File: src/rtl/audio_link_pkg.sv
`default_nettype none
// +-----------------------------------------------------------------------+
// | audio_link_pkg : shared types and constants for the audio link block  |
// | Rev 1.0                                                               |
// +-----------------------------------------------------------------------+
package audio_link_pkg;

  typedef enum logic [1:0] {
    HUNT   = 2'd0,
    CHECK  = 2'd1,
    LOCKED = 2'd2
  } link_state_e;

  localparam logic [7:0] LINK_MARKER = 8'hAA;
  localparam int         FRAME_BITS  = 40;

  function automatic logic marker_hit(input logic [FRAME_BITS-1:0] win);
    return win[FRAME_BITS-1 -: 8] == LINK_MARKER;
  endfunction

endpackage
`default_nettype wire

File: src/rtl/audio_link_supervisor_sck_edge.sv
`default_nettype none
// +-----------------------------------------------------------------------+
// | link_sck_edge : 2-FF synchronisers for sck/sd plus sck rising strobe  |
// | Rev 1.0                                                               |
// +-----------------------------------------------------------------------+
module link_sck_edge (
  input  logic clk,
  input  logic reset,
  input  logic sck_i,
  input  logic sd_i,
  output logic bit_evt_o,
  output logic bit_val_o
);

  logic [1:0] sck_sync_q;
  logic [1:0] sd_sync_q;
  logic       sck_prev_q;

  always_ff @(posedge clk) begin
    if (reset) begin
      sck_sync_q <= 2'b00;
      sd_sync_q  <= 2'b00;
      sck_prev_q <= 1'b0;
    end else begin
      sck_sync_q <= {sck_sync_q[0], sck_i};
      sd_sync_q  <= {sd_sync_q[0], sd_i};
      sck_prev_q <= sck_sync_q[1];
    end
  end

  // sd travels through the same depth as sck so the strobe and data stay aligned
  assign bit_evt_o = sck_sync_q[1] & ~sck_prev_q;
  assign bit_val_o = sd_sync_q[1];

endmodule
`default_nettype wire

File: src/rtl/audio_link_supervisor.sv
`default_nettype none
// +-----------------------------------------------------------------------+
// | audio_link_supervisor : frame-lock, watchdog and mute for the serial  |
// | audio link. Optional error counter: define AUDIO_LINK_ERRCNT_EN.      |
// | Rev 1.0                                                               |
// +-----------------------------------------------------------------------+
module audio_link_supervisor
  import audio_link_pkg::*;
#(
  parameter int LOCK_FRAMES    = 4,
  parameter int MISS_MAX       = 2,
  parameter int TIMEOUT_CYCLES = 65536
) (
  input  logic        clk,
  input  logic        reset,
  input  logic        sck,
  input  logic        sd,
  output logic [15:0] left_out,
  output logic [15:0] right_out,
  output logic        sample_valid,
  input  logic        sample_ready,
  output logic        overrun,
  output logic        locked
`ifdef AUDIO_LINK_ERRCNT_EN
  ,
  output logic [7:0]  err_count
`endif
);

  localparam logic [1:0] S_HUNT   = HUNT;
  localparam logic [1:0] S_CHECK  = CHECK;
  localparam logic [1:0] S_LOCKED = LOCKED;

  localparam int                WD_W     = $clog2(TIMEOUT_CYCLES + 1);
  localparam logic [WD_W-1:0]   WD_LAST  = WD_W'(TIMEOUT_CYCLES - 1);
  localparam logic [WD_W-1:0]   WD_ONE   = WD_W'(1);
  localparam logic [5:0]        LAST_BIT = 6'(FRAME_BITS - 1);
  localparam logic [3:0]        LOCK_N   = 4'(LOCK_FRAMES);
  localparam logic [3:0]        MISS_N   = 4'(MISS_MAX);

  logic                  w_evt;
  logic                  w_bit;
  logic [FRAME_BITS-1:0] w_shift;
  logic                  w_hit;
  logic                  w_boundary;
  logic                  w_timeout;
  logic                  w_accept;
  logic                  w_emit;
  logic                  w_mute;

  logic [1:0]            state_q, state_d;
  logic [FRAME_BITS-1:0] win_q,   win_d;
  logic [5:0]            cnt_q,   cnt_d;
  logic [3:0]            good_q,  good_d;
  logic [3:0]            miss_q,  miss_d;
  logic [WD_W-1:0]       wd_q,    wd_d;
  logic [15:0]           left_q,  left_d;
  logic [15:0]           right_q, right_d;
  logic                  valid_q, valid_d;
  logic                  ovr_q,   ovr_d;

  link_sck_edge u_sck_edge (
    .clk       (clk),
    .reset     (reset),
    .sck_i     (sck),
    .sd_i      (sd),
    .bit_evt_o (w_evt),
    .bit_val_o (w_bit)
  );

  assign w_shift    = {win_q[FRAME_BITS-2:0], w_bit};
  assign w_hit      = marker_hit(w_shift);
  assign w_boundary = (cnt_q == LAST_BIT);
  assign w_timeout  = (wd_q == WD_LAST);
  assign w_accept   = valid_q & sample_ready;

  always_comb begin
    state_d = state_q;
    win_d   = win_q;
    cnt_d   = cnt_q;
    good_d  = good_q;
    miss_d  = miss_q;
    wd_d    = w_evt ? '0 : wd_q + WD_ONE;
    w_emit  = 1'b0;
    w_mute  = 1'b0;

    // A timeout outranks a coincident bit event, so that frame is never emitted
    if (w_timeout) begin
      state_d = S_HUNT;
      win_d   = '0;
      cnt_d   = '0;
      good_d  = '0;
      miss_d  = '0;
      wd_d    = '0;
      w_mute  = (state_q == S_LOCKED);
    end else if (w_evt) begin
      win_d = w_shift;
      cnt_d = w_boundary ? 6'd0 : cnt_q + 6'd1;
      case (state_q)
        S_HUNT: begin
          cnt_d = '0;
          if (w_hit) begin
            state_d = S_CHECK;
            good_d  = 4'd1;
            win_d   = '0;
          end
        end
        S_CHECK: begin
          if (w_boundary) begin
            if (w_hit) begin
              good_d = good_q + 4'd1;
              if (good_d == LOCK_N) begin
                state_d = S_LOCKED;
                miss_d  = '0;
                w_emit  = 1'b1;
              end
            end else begin
              state_d = S_HUNT;
            end
          end
        end
        S_LOCKED: begin
          if (w_boundary) begin
            if (w_hit) begin
              miss_d = '0;
              w_emit = 1'b1;
            end else begin
              miss_d = miss_q + 4'd1;
              if (miss_d >= MISS_N) begin
                state_d = S_HUNT;
                miss_d  = '0;
                w_mute  = 1'b1;
              end
            end
          end
        end
        default: state_d = S_HUNT;
      endcase
    end
  end

  always_comb begin
    left_d  = left_q;
    right_d = right_q;
    valid_d = valid_q;
    ovr_d   = 1'b0;
    if (w_mute) begin
      left_d  = '0;
      right_d = '0;
      valid_d = 1'b0;
    end else if (w_emit) begin
      left_d  = w_shift[31:16];
      right_d = w_shift[15:0];
      valid_d = 1'b1;
      ovr_d   = valid_q & ~sample_ready;
    end else if (w_accept) begin
      valid_d = 1'b0;
    end
  end

  always_ff @(posedge clk) begin
    if (reset) begin
      state_q <= S_HUNT;
      win_q   <= '0;
      cnt_q   <= '0;
      good_q  <= '0;
      miss_q  <= '0;
      wd_q    <= '0;
      left_q  <= '0;
      right_q <= '0;
      valid_q <= 1'b0;
      ovr_q   <= 1'b0;
    end else begin
      state_q <= state_d;
      win_q   <= win_d;
      cnt_q   <= cnt_d;
      good_q  <= good_d;
      miss_q  <= miss_d;
      wd_q    <= wd_d;
      left_q  <= left_d;
      right_q <= right_d;
      valid_q <= valid_d;
      ovr_q   <= ovr_d;
    end
  end

  assign left_out     = left_q;
  assign right_out    = right_q;
  assign sample_valid = valid_q;
  assign overrun      = ovr_q;
  assign locked       = (state_q == S_LOCKED);

`ifdef AUDIO_LINK_ERRCNT_EN
  logic       w_err_inc;
  logic [7:0] err_q;

  assign w_err_inc = w_timeout |
                     (w_evt & w_boundary & ~w_hit & (state_q == S_LOCKED));

  always_ff @(posedge clk) begin
    if (reset) begin
      err_q <= 8'd0;
    end else if (w_err_inc && (err_q != 8'hFF)) begin
      err_q <= err_q + 8'd1;
    end
  end

  assign err_count = err_q;
`endif

endmodule
`default_nettype wire

File: config.mk
export PLATFORM = sky130hd
export DESIGN_NAME = audio_link_supervisor
export DESIGN_NICKNAME = d
export VERILOG_FILES = /design/src/rtl/audio_link_pkg.sv /design/src/rtl/audio_link_supervisor_sck_edge.sv /design/src/rtl/audio_link_supervisor.sv
export SDC_FILE = /design/constraint.sdc
export NUM_CORES = 1
export LEC_CHECK = 0
export BUFFER_PORTS_ARGS = -buffer_cell sky130_fd_sc_hd__buf_2
export CORE_AREA = 2 2 114 116
export CTS_CLUSTER_SIZE = 10
export DETAILED_ROUTE_END_ITERATION = 8
export DIE_AREA = 0 0 116 118
export GPL_TIMING_DRIVEN = 0
export SYNTH_ARGS = -nofsm -noshare
export SYNTH_HDL_FRONTEND = slang
export SYNTH_SLANG_ARGS = --single-unit
File: constraint.sdc
create_clock -name clk -period 2.74 [get_ports clk]
set_clock_uncertainty 0.05 [all_clocks]
set_input_delay 0.137 -clock clk [delete_from_list [all_inputs] [get_ports clk]]
set_output_delay 0.137 -clock clk [all_outputs]
set_load 0.02 [all_outputs]
==> results_dict.tcl <==
set metrics [dict create \
    finalHoldViolations 0 \
    worstSetupPathType "register to register" \
    whs_path_depth 1 \
    vias_per_cell 4.75 \
    clkTransAtPathRegs_ns 0.08 \
    drc_errors 0 \
    synth.largest_area_cell "dfxtp_1" \
    power_per_cell_area_mw_per_mm2 585 \
    clockRootBuffer "clkbuf_16" \
    grtUsageTotal 0.126 \
    postSynthAreaPerCell_um2 10.1 \
    synthCells 427 \
    crit_required_ns 2.99 \
    coreArea_mm2 0.0124 \
    numCtsBuffers 9 \
    tightest_slew_ns 0.568 \
    place_hpwl_um 5720 \
    fillers 1241 \
    clock_latency_ns 0.35 \
    peakVddDrop_mv 0.304 \
    synth.most_common_cell "dfxtp_1" \
    die_h_um 118 \
    via_count 3153 \
    drive_gt1_frac 0.171 \
    cts_tree "done" \
    min_period_over_period 0.929 \
    clockBufferDepth 2 \
    p_leak_nw 2.02 \
    reg2reg_depth 12 \
    drt_iter0_markers 176 \
    final_util 0.412 \
    status "finished, final reports clean" \
    htree_levels 3 \
    grt_max_degree 22 \
    synth_commonest_cells "dfxtp_1, nor2_1, mux2i_1, a22o_1, nand2_1" \
    multi_input_area_mm2 0.00192 \
    hold_start "u_sck_edge.sck_sync_q[0]$_SDFF_PP0_" \
    busiest_layer "met2" \
    design_area_mm2 0.00511 \
    slew_headroom 0.619 \
    fin_total_pwr_w 0.00299 \
    yosysSeqAreaShare 0.517 \
    synthesis.nets 442 \
    area_growth_pct 19.0 \
    synth_cell_types 45 \
    crit_path_max_fanout 10 \
    r2r_end "win_q[1]$_SDFFE_PP0P_" \
    synth_edf_count 0 \
    drv_slew 0 \
    synth_area_leaders "dfxtp_1, mux2i_1, a22o_1" \
    grt_pass1_vias 2977 \
    start_util 0.346 \
    num_io_pins 40 \
    dieArea_mm2 0.0137 \
    grtUsageMet2 0.189 \
    io_buffers 39 \
    num_antenna_cells 0 \
    antenna_found_initial 0 \
    max_freq_mhz 393 \
    clock-sinks 111 \
    nNetsFinal 502 \
    place_area_mm2 0.00471 \
    hold_path.class "register to register" \
    async_flop_share 0 \
    yosys_warnings 0 \
    rows 41 \
    crit_path_start_kind "register" \
    place.gp.congestion 0.787 \
    grt_pass1_wl_um 13900 \
    synthesis.area_mm2 0.00430 \
    arrival_ns 2.79 \
    whs_ns 0.390 \
    met1_usage 0.170 \
    ys_ff_latch 111 \
    crit_path_end_kind "register" \
    dieWidth_um 116 \
    grt_util_met3 0.0247 \
    regArea_mm2 0.00222 \
    synth_top_area_share 0.517 \
    drv_cap 0 \
    r2r_start "wd_q[0]$_SDFF_PP0_" \
    grt_setup_unrepaired "false" \
    finalWirelength_um 8090 \
    setup_violations 0 \
    wl_per_cell_um 12.2 \
    worst-r2r-setup-slack_ns 0.20 \
    overflow 0 \
    dr.pass1.iters 5 \
    synth_top_flop_cell "dfxtp_1" \
    period_minus_slack_ns 2.54 \
    holdPathEnd "u_sck_edge.sck_sync_q[1]$_SDFF_PP0_" \
    drtAntennaViolNets 0 \
]
## sequential cells by signal (all words and copies together), names as in the netlist, 2 cells and up
signal / flops
win_q: 39
wd_q: 17
left_out: 16
right_out: 16
cnt_q: 6
good_q: 4
miss_q: 4
state_q: 2
u_sck_edge.sck_sync_q: 2
u_sck_edge.sd_sync_q: 2
## cells by family (layout without fill, tap and decap cells)
group / count (synthesis) / count (layout) / share of synthesized area
compound gates: 71 / 71 / 0.127
xor+xnor: 13 / 13 / 0.0265
fa+ha+maj: 10 / 10 / 0.0291
buf+inv: 30 / 95 / 0.0376
flops: 111 / 111 / 0.517
mux: 36 / 36 / 0.0838
simple gates: 156 / 156 / 0.179
## stage by stage
stage / setup TNS [ns] / worst slack, ns / instances
after floorplan: 0 / 0.362 / 427
after global placement: -0.151 / -0.0120 / 638
after detailed placement: -0.461 / -0.0383 / 638
after CTS: 0 / 0.0324 / 660
after global routing: 0 / 0.0306 / 664
final: 0 / 0.195 / 664
## report_power, final
group / internal, W / switching (W) / leakage, nW
logic: 0.0000251 / 0.0000479 / 0.977
clock network: 0.000650 / 0.000644 / 0.148
registers: 0.00162 / 0.00000518 / 0.895
## final cells by class
class	instances	share of cell area
clock buffer	9	0.0440
timing repair buffer	49	0.0558
inverter	8	0.00587
clock inverter	7	0.0144
sequential	111	0.434
tap	172	0.0421
multi-input combinational	286	0.376
buffer	22	0.0276
## placed cells by master (no fill, tap or decap), types with 3 or more instances in the layout
cell           instances
dfxtp_1              111
nor2_1                63
buf_2                 45
mux2i_1               36
a22o_1                35
nand2_1               25
a21oi_1               18
nand3_1               13
xor2_1                10
nor2b_1               10
ha_1                  10
buf_4                  9
clkbuf_16              9
and3_1                 8
inv_1                  8
nor3_1                 6
dlygate4sd3_1          6
o21ai_1                5
clkbuf_1               5
and4_1                 4
nand4_1                4
buf_6                  4
and2_1                 3
or3_1                  3
nand2b_1               3
xnor2_1                3
inv_6                  3
## layer usage
layer  share of wire  routed length (um)
met5               0                   0
met4           0.023                 184
met3           0.035                 283
met2            0.44                3530
met1            0.51                4100
## worst max-delay path: stages (launching register included)
cell and delay, ns:
dfxtp_1 0.34, ha_1 0.24, and2_1 0.15, clkbuf_2 0.15, nand3_1 0.09, nor2_1 0.05, ha_1 0.22, or2_2 0.31
buf_4 0.19, a211oi_4 0.21, buf_4 0.18, buf_4 0.17, a22o_1 0.14
## worst max path at each step
stage | from | endpoint | slack (ns) | depth (start not counted)
3_5_place_dp | wd_q[0]$_SDFF_PP0_ | win_q[1]$_SDFFE_PP0P_ | -0.04 | 11
5_1_grt | wd_q[0]$_SDFF_PP0_ | win_q[31]$_SDFFE_PP0P_ | 0.03 | 12
2_1_floorplan | wd_q[0]$_SDFF_PP0_ | win_q[31]$_SDFFE_PP0P_ | 0.36 | 11
3_3_place_gp | wd_q[0]$_SDFF_PP0_ | win_q[14]$_SDFFE_PP0P_ | -0.01 | 11
6_report | wd_q[0]$_SDFF_PP0_ | win_q[1]$_SDFFE_PP0P_ | 0.20 | 12
4_1_cts | wd_q[0]$_SDFF_PP0_ | win_q[1]$_SDFFE_PP0P_ | 0.03 | 11
## timing repair
item | 4_1_cts | 5_1_grt
buffers inserted | 0 | 4
resized for setup | 1 | 10
hold buffers | 6 | 0
endpoints found under the hold margin | 5 | 0
pin swaps | 1 | 1
endpoints found under the setup margin | 30 | 40
Power figures use the tool's default switching activity.
